## src/rtl/z80fi_insn_capture_if.sv

```systemverilog
`default_nettype none
// ============================================================================
// Module   : z80fi_insn_capture_if
// Purpose  : Bundles the core-side fetch/retire strobes and the published
//            z80fi record into one connection.
//            master : driven by the core (fetch/retire/live registers),
//                     receives the record.
//            slave  : the capture block (consumes strobes, drives record).
// Params   : MAX_LEN - instruction bytes held per record (1..7).
// Macro    : Z80FI_ORDER_EN adds the 64-bit z80fi_order record field.
// Revision : 1.0 - initial release
// ============================================================================
interface z80fi_insn_capture_if #(
  parameter int MAX_LEN = 4
);
  // core side
  logic                   fetch_valid;
  logic [7:0]             fetch_byte;
  logic [15:0]            fetch_addr;
  logic                   retire;
  logic [7:0]             reg_a;
  logic [7:0]             reg_f;
  logic [15:0]            reg_hl;
  // published record
  logic                   z80fi_valid;
  logic [8*MAX_LEN-1:0]   z80fi_insn;
  logic [2:0]             z80fi_insn_len;
  logic [15:0]            z80fi_reg_ip_in;
  logic [7:0]             z80fi_reg_a_in;
  logic [7:0]             z80fi_reg_f_in;
  logic [15:0]            z80fi_reg_hl_in;
  logic                   z80fi_overflow;
`ifdef Z80FI_ORDER_EN
  logic [63:0]            z80fi_order;
`endif

  modport master (
    output fetch_valid, fetch_byte, fetch_addr, retire, reg_a, reg_f, reg_hl,
    input  z80fi_valid, z80fi_insn, z80fi_insn_len, z80fi_reg_ip_in,
           z80fi_reg_a_in, z80fi_reg_f_in, z80fi_reg_hl_in, z80fi_overflow
`ifdef Z80FI_ORDER_EN
    , input z80fi_order
`endif
  );

  modport slave (
    input  fetch_valid, fetch_byte, fetch_addr, retire, reg_a, reg_f, reg_hl,
    output z80fi_valid, z80fi_insn, z80fi_insn_len, z80fi_reg_ip_in,
           z80fi_reg_a_in, z80fi_reg_f_in, z80fi_reg_hl_in, z80fi_overflow
`ifdef Z80FI_ORDER_EN
    , output z80fi_order
`endif
  );
endinterface
`default_nettype wire

```

## src/rtl/z80fi_insn_capture.sv

```systemverilog
`default_nettype none
// ============================================================================
// Module   : z80fi_insn_capture
// Purpose  : Assembles the bytes fetched for each Z80 instruction into a
//            little-endian word, snapshots A/F/HL and the start address at
//            the first byte, and publishes one registered z80fi record for a
//            single cycle after retire.
// Ports    : clk   - system clock, rising edge
//            reset - asynchronous, active-high
//            bus   - z80fi_insn_capture_if.slave (fetch/retire strobes in,
//                    z80fi record out)
// Params   : MAX_LEN - bytes captured per instruction (1..7, len is 3 bits).
// Macro    : Z80FI_ORDER_EN - when defined, maintains a 64-bit retire
//            sequence number presented as z80fi_order.
// Revision : 1.0 - initial release
// ============================================================================
module z80fi_insn_capture #(
  parameter int MAX_LEN = 4
) (
  input  wire logic           clk,
  input  wire logic           reset,
  z80fi_insn_capture_if.slave bus
);

  localparam int INSN_W = 8 * MAX_LEN;

  typedef enum logic [0:0] {
    ST_IDLE    = 1'b0,
    ST_COLLECT = 1'b1
  } state_t;

  state_t state, state_next;

  // collection buffer and start-of-instruction snapshot
  logic [INSN_W-1:0] insn_buf;
  logic [2:0]        count;
  logic [15:0]       snap_ip;
  logic [7:0]        snap_a;
  logic [7:0]        snap_f;
  logic [15:0]       snap_hl;

  // record registers
  logic              rec_valid;
  logic [INSN_W-1:0] rec_insn;
  logic [2:0]        rec_len;
  logic [15:0]       rec_ip;
  logic [7:0]        rec_a;
  logic [7:0]        rec_f;
  logic [15:0]       rec_hl;
  logic              overflow;

  // combinational view of the buffer with this cycle's byte merged in
  logic [INSN_W-1:0] buf_next;
  logic [2:0]        count_next;
  logic [2:0]        lane;
  logic              full;
  logic              accept;
  logic              publish;
  logic [15:0]       start_ip;
  logic [7:0]        start_a;
  logic [7:0]        start_f;
  logic [15:0]       start_hl;

  // --------------------------------------------------------------------------
  // State register
  // --------------------------------------------------------------------------
  always_ff @(posedge clk or posedge reset) begin
    if (reset) begin
      state <= ST_IDLE;
    end else begin
      state <= state_next;
    end
  end

  // --------------------------------------------------------------------------
  // Next-state and datapath steering
  // --------------------------------------------------------------------------
  always_comb begin
    state_next = state;
    lane       = (state == ST_IDLE) ? 3'd0 : count;
    full       = (state == ST_COLLECT) && (count == 3'(MAX_LEN));
    accept     = bus.fetch_valid && !full;
    // A retire with a byte on the same cycle counts even from IDLE: that
    // byte is the whole (single-byte) instruction.
    publish    = bus.retire && ((state == ST_COLLECT) || bus.fetch_valid);
    count_next = accept ? (count + 3'd1) : count;

    buf_next = insn_buf;
    for (int i = 0; i < MAX_LEN; i++) begin
      if (accept && (lane == 3'(i))) begin
        buf_next[8*i +: 8] = bus.fetch_byte;
      end
    end

    // When the first byte arrives together with retire, the snapshot
    // registers have not been loaded yet, so publish the live values.
    if (state == ST_IDLE) begin
      start_ip = bus.fetch_addr;
      start_a  = bus.reg_a;
      start_f  = bus.reg_f;
      start_hl = bus.reg_hl;
    end else begin
      start_ip = snap_ip;
      start_a  = snap_a;
      start_f  = snap_f;
      start_hl = snap_hl;
    end

    case (state)
      ST_IDLE:    if (bus.fetch_valid) state_next = ST_COLLECT;
      ST_COLLECT: state_next = ST_COLLECT;
      default:    state_next = ST_IDLE;
    endcase
    if (publish) begin
      state_next = ST_IDLE;
    end
  end

  // --------------------------------------------------------------------------
  // Buffer, snapshot and record registers
  // --------------------------------------------------------------------------
  always_ff @(posedge clk or posedge reset) begin
    if (reset) begin
      insn_buf  <= '0;
      count     <= 3'd0;
      snap_ip   <= 16'd0;
      snap_a    <= 8'd0;
      snap_f    <= 8'd0;
      snap_hl   <= 16'd0;
      rec_valid <= 1'b0;
      rec_insn  <= '0;
      rec_len   <= 3'd0;
      rec_ip    <= 16'd0;
      rec_a     <= 8'd0;
      rec_f     <= 8'd0;
      rec_hl    <= 16'd0;
      overflow  <= 1'b0;
    end else begin
      rec_valid <= publish;

      if (bus.fetch_valid && full) begin
        overflow <= 1'b1;
      end

      if ((state == ST_IDLE) && bus.fetch_valid) begin
        snap_ip <= bus.fetch_addr;
        snap_a  <= bus.reg_a;
        snap_f  <= bus.reg_f;
        snap_hl <= bus.reg_hl;
      end

      if (publish) begin
        rec_insn <= buf_next;
        rec_len  <= count_next;
        rec_ip   <= start_ip;
        rec_a    <= start_a;
        rec_f    <= start_f;
        rec_hl   <= start_hl;
        // buffer must be clean so unused lanes of the next record read zero
        insn_buf <= '0;
        count    <= 3'd0;
      end else begin
        insn_buf <= buf_next;
        count    <= count_next;
      end
    end
  end

`ifdef Z80FI_ORDER_EN
  // --------------------------------------------------------------------------
  // Retire sequence number: record k carries k
  // --------------------------------------------------------------------------
  logic [63:0] order_cnt;
  logic [63:0] rec_order;

  always_ff @(posedge clk or posedge reset) begin
    if (reset) begin
      order_cnt <= 64'd0;
      rec_order <= 64'd0;
    end else if (publish) begin
      rec_order <= order_cnt;
      order_cnt <= order_cnt + 64'd1;
    end
  end

  assign bus.z80fi_order = rec_order;
`endif

  assign bus.z80fi_valid     = rec_valid;
  assign bus.z80fi_insn      = rec_insn;
  assign bus.z80fi_insn_len  = rec_len;
  assign bus.z80fi_reg_ip_in = rec_ip;
  assign bus.z80fi_reg_a_in  = rec_a;
  assign bus.z80fi_reg_f_in  = rec_f;
  assign bus.z80fi_reg_hl_in = rec_hl;
  assign bus.z80fi_overflow  = overflow;

endmodule
`default_nettype wire

```

## src/flat_wrapper.sv

```systemverilog
// flat-port wrapper written by rule: the top's interface ports become plain ports
module z80fi_insn_capture_flat 
#(
  parameter int MAX_LEN = 4
)
  (clk, reset, bus_fetch_valid, bus_fetch_byte, bus_fetch_addr, bus_retire, bus_reg_a, bus_reg_f, bus_reg_hl, bus_z80fi_valid, bus_z80fi_insn, bus_z80fi_insn_len, bus_z80fi_reg_ip_in, bus_z80fi_reg_a_in, bus_z80fi_reg_f_in, bus_z80fi_reg_hl_in, bus_z80fi_overflow);
  z80fi_insn_capture_if #(.MAX_LEN(MAX_LEN)) bus_i ();
  input  wire logic clk;
  input  wire logic reset;
  input wire logic [$bits(bus_i.fetch_valid)-1:0] bus_fetch_valid;
  input wire logic [$bits(bus_i.fetch_byte)-1:0] bus_fetch_byte;
  input wire logic [$bits(bus_i.fetch_addr)-1:0] bus_fetch_addr;
  input wire logic [$bits(bus_i.retire)-1:0] bus_retire;
  input wire logic [$bits(bus_i.reg_a)-1:0] bus_reg_a;
  input wire logic [$bits(bus_i.reg_f)-1:0] bus_reg_f;
  input wire logic [$bits(bus_i.reg_hl)-1:0] bus_reg_hl;
  output wire logic [$bits(bus_i.z80fi_valid)-1:0] bus_z80fi_valid;
  output wire logic [$bits(bus_i.z80fi_insn)-1:0] bus_z80fi_insn;
  output wire logic [$bits(bus_i.z80fi_insn_len)-1:0] bus_z80fi_insn_len;
  output wire logic [$bits(bus_i.z80fi_reg_ip_in)-1:0] bus_z80fi_reg_ip_in;
  output wire logic [$bits(bus_i.z80fi_reg_a_in)-1:0] bus_z80fi_reg_a_in;
  output wire logic [$bits(bus_i.z80fi_reg_f_in)-1:0] bus_z80fi_reg_f_in;
  output wire logic [$bits(bus_i.z80fi_reg_hl_in)-1:0] bus_z80fi_reg_hl_in;
  output wire logic [$bits(bus_i.z80fi_overflow)-1:0] bus_z80fi_overflow;
  assign bus_i.fetch_valid = bus_fetch_valid;
  assign bus_i.fetch_byte = bus_fetch_byte;
  assign bus_i.fetch_addr = bus_fetch_addr;
  assign bus_i.retire = bus_retire;
  assign bus_i.reg_a = bus_reg_a;
  assign bus_i.reg_f = bus_reg_f;
  assign bus_i.reg_hl = bus_reg_hl;
  assign bus_z80fi_valid = bus_i.z80fi_valid;
  assign bus_z80fi_insn = bus_i.z80fi_insn;
  assign bus_z80fi_insn_len = bus_i.z80fi_insn_len;
  assign bus_z80fi_reg_ip_in = bus_i.z80fi_reg_ip_in;
  assign bus_z80fi_reg_a_in = bus_i.z80fi_reg_a_in;
  assign bus_z80fi_reg_f_in = bus_i.z80fi_reg_f_in;
  assign bus_z80fi_reg_hl_in = bus_i.z80fi_reg_hl_in;
  assign bus_z80fi_overflow = bus_i.z80fi_overflow;
  z80fi_insn_capture #(.MAX_LEN(MAX_LEN)) u_core (.clk(clk), .reset(reset), .bus(bus_i));
endmodule
```

## config.mk

```make
export PLATFORM = sky130hd
export DESIGN_NAME = z80fi_insn_capture_flat
export DESIGN_NICKNAME = d
export VERILOG_FILES = /design/src/rtl/z80fi_insn_capture_if.sv /design/src/rtl/z80fi_insn_capture.sv /design/src/flat_wrapper.sv
export SDC_FILE = /design/constraint.sdc
export NUM_CORES = 1
export LEC_CHECK = 0
export CORE_MARGIN = 2
export CORE_UTILIZATION = 45
export CTS_BUF_LIST = sky130_fd_sc_hd__clkbuf_8
export CTS_CLUSTER_SIZE = 12
export DETAILED_ROUTE_END_ITERATION = 7
export PLACE_DENSITY_LB_ADDON = 0.15
export SLEW_MARGIN = 20
export SYNTH_ARGS = -nofsm -noshare
export SYNTH_HDL_FRONTEND = slang
export SYNTH_SLANG_ARGS = --single-unit
```

## constraint.sdc

```tcl
create_clock -name clk -period 15.3 [get_ports clk]
set_clock_uncertainty 0.15 [all_clocks]
set_input_delay 4.59 -clock clk [delete_from_list [all_inputs] [get_ports clk]]
set_output_delay 4.59 -clock clk [all_outputs]
set_load 0.005 [all_outputs]
```

==> metrics.md <==
| Metric | Value |
|---|---|
| Synth warn | `0` |
| Reg-to-reg critical path startpoint | `u_core.state` |
| Sink Count | `169` |
| Data required, critical path | `15.41 ns` |
| Hold_ws | `0.319 ns` |
| Register-to-register setup slack | `12.28 ns` |
| Share of post-route cells with drive strength above 1 | `12.2%` |
| CTS tree | `built` |
| Clk buf depth | `2` |
| Sw Ratio | `26.2%` |
| Io pins | `145` |
| Most common cell after layout, fill and taps aside | `dfrtp_1` |
| Final hold violation count | `0` |
| Combinational share of power | `19.1%` |
| DIE AREA | `0.0167 mm²` |
| Drt pass-1 iters | `8` |
| Pre-CTS setup slack | `7.78 ns` |
| Max_slew headroom | `29.6%` |
| GP Congestion | `0.768` |
| Final period util | `46.1%` |
| Number of synthesized flops with an enable pin | `0` |
| Avg Cell Area, Syn | `11.7 µm²` |
| Fmax | `142 MHz` |
| TNS Setup | `0 ns` |
| First-pass GRT wire length | `25900 µm` |
| HPWL after DPL | `10100 µm` |
| Pwr per Cell Area | `121 mW/mm²` |
| Min-Delay Path Depth | `1` |
| Reg2reg end | `u_core.bus.z80fi_insn[9]` |
| Hold EP | `u_core.bus.z80fi_overflow` |
| Internal power | `805 µW` |
| Syn-to-layout area delta | `27.1%` |
| DR vias | `5051` |
| Post-DRT Antenna Nets | `0` |
| Vias in the first global route | `5280` |
| H-tree levels | `4` |
| Synth Flop Type | `dfrtp_1` |
| Switch Pwr | `285 µW` |
| Wire per inst | `16.6 µm` |
| Post-CTS setup buffer count | `0` |
| Largest net degree at the start of global routing | `105` |
| Most frequent cells in the layout | `dfrtp_1 (168), clkdlybuf4s50_1 (144), o21ai_0 (80)` |
| Sequential-to-total area share from yosys stat | `59.8%` |
| CP Capture Type | `flop` |
| Yosys cell types | `30` |
| Ant diodes | `0` |
| Initial antenna violation count | `0` |
| Synth Register Bits | `169` |
| Status | `completed` |
| DRC | `0` |
| Crit path DAT | `7.16 ns` |
| Post-CTS sizing | `0` |
| GRT overflow | `0` |
| Async S/R FF share, synth | `100%` |
| Critical path class | `in -> reg` |
| Die height | `129 µm` |
| Via density | `5.32` |
| Setup ws final | `8.25 ns` |
| Finish-stage setup viols | `0` |
| # rows | `45` |
| Hold Path Class | `reg -> reg` |
| Final wirelength | `15700 µm` |
| Hold_sp | `u_core.bus.z80fi_overflow` |
| # hold bufs at CTS | `0` |
| Syn_nets | `664` |
| Mapped cell area | `0.00707 mm²` |
| Unrepaired setup endpoints after global routing | `false` |
| PortBufs | `144` |
| Skew-Pair Late Insertion Delay | `0.44 ns` |
| Worst Reg-to-Reg Cells | `6` |
| Die Width | `129 µm` |
| CTS root buffer | `clkbuf_8` |
| Max-cap violations | `0` |
| CP Max Fanout | `104` |
| Clock power share | `30.5%` |
| Clock-pin transition on the worst setup and hold timing paths | `0.08 ns` |
| Seq pwr share | `50.4%` |
| Post-layout util | `58.9%` |
| Leak | `0.00387 µW` |
| Synth Instances | `602` |
| Worst-Margin Slew | `1.06 ns` |
| DR iter-0 viols | `300` |
| Slew Viols, Final | `0` |
| Core area | `0.0153 mm²` |
| Final nets | `787` |
| TritonCTS Buffers | `17` |
| Max IR drop VDD | `0.0535 mV` |
| Global Route Usage Sum | `19.8%` |
| Startpoint type of the worst setup path | `primary input` |
| Min Tclk post-route | `7.05 ns` |
| Initial core utilization | `46.3%` |
==> cell families after synthesis <==
logic type	after synthesis	synth area share, %
compound gates	157	12.3
fa+ha+maj	2	0.354
buf+inv	49	3.91
flops	169	59.8
mux	96	15.5
simple gates	129	8.14
==> stage by stage <==
step	cells	total power (µW)	instance area (µm²)
2_1_floorplan	602	650	7070
3_3_place_gp	917	761	8560
3_5_place_dp	917	769	8560
4_1_cts	949	1100	8980
5_1_grt	949	1150	8980
6_report	949	1090	8980
==> state kept, by name, indices dropped and copies added (netlist names), 8 cells and up <==
| name | count |
|---|---|
| u_core.snap_ip | 16 |
| u_core.bus.z80fi_reg_ip_in | 16 |
| u_core.snap_hl | 16 |
| u_core.bus.z80fi_reg_a_in | 8 |
| u_core.bus.z80fi_reg_f_in | 8 |
| u_core.snap_a | 8 |
| u_core.bus.z80fi_insn | 32 |
| u_core.insn_buf | 32 |
| u_core.snap_f | 8 |
| u_core.bus.z80fi_reg_hl_in | 16 |
==> cell type report <==
type	count	area (µm²)
fillers	1276	6270
well taps	211	264
repair buffers	148	1480
flip-flops and latches	169	4230
multi-input cells	384	2560
inverters	5	23.8
clock buffers	20	275
clock inverters	12	149
==> synthesized netlist by cell type, drive strengths merged, types with 2 or more instances <==
master / number / area share, %
o21ai: 84 / 6.1
buf: 32 / 3.0
ha: 2 / 0.35
clkbuf: 12 / 0.64
inv: 4 / 0.21
and4b: 2 / 0.28
nand2: 50 / 2.7
nand4b: 2 / 0.46
nor2: 37 / 2.0
nand3: 35 / 2.5
mux2i: 48 / 6.8
a21oi: 35 / 2.5
a31oi: 34 / 3.0
dfrtp: 169 / 60
and3: 2 / 0.18
mux2: 48 / 8.7
==> metal layers <==
layer	wire, µm	global-route usage [%]
met5	0	0
met4	257	7.42
met3	1170	6.52
met2	7570	31.7
met1	6730	25.1
==> worst max-delay path by stage <==
stage / startpoint / end / slack (ns) / cells past startpoint
floorplan: reset / u_core.bus.z80fi_insn[0] / 5.98 / 1
global placement: bus_fetch_valid / u_core.bus.z80fi_insn[9] / 7.88 / 7
detailed placement: bus_fetch_valid / u_core.bus.z80fi_insn[9] / 7.78 / 7
CTS: bus_fetch_valid / u_core.bus.z80fi_insn[9] / 8.27 / 7
global route: bus_fetch_valid / u_core.bus.z80fi_insn[9] / 8.02 / 7
finish: bus_fetch_valid / u_core.bus.z80fi_insn[9] / 8.25 / 7
==> power groups by stage <==
stage	Sequential (µW)	Clock (µW)	Combinational, µW
2_1_floorplan	545	0	105
3_3_place_gp	555	0	205
3_5_place_dp	557	0	212
4_1_cts	550	342	212
5_1_grt	558	360	230
6_report	549	332	209
==> worst max-delay path, stage by stage <==
cell and delay (ns):
clkdlybuf4s50_1 0.81, o21ai_4 0.29, buf_4 0.68, inv_2 0.04
buf_4 0.42, nor2_1 0.22, a31oi_1 0.07
Note: power is estimated with default switching activity, not from simulation.
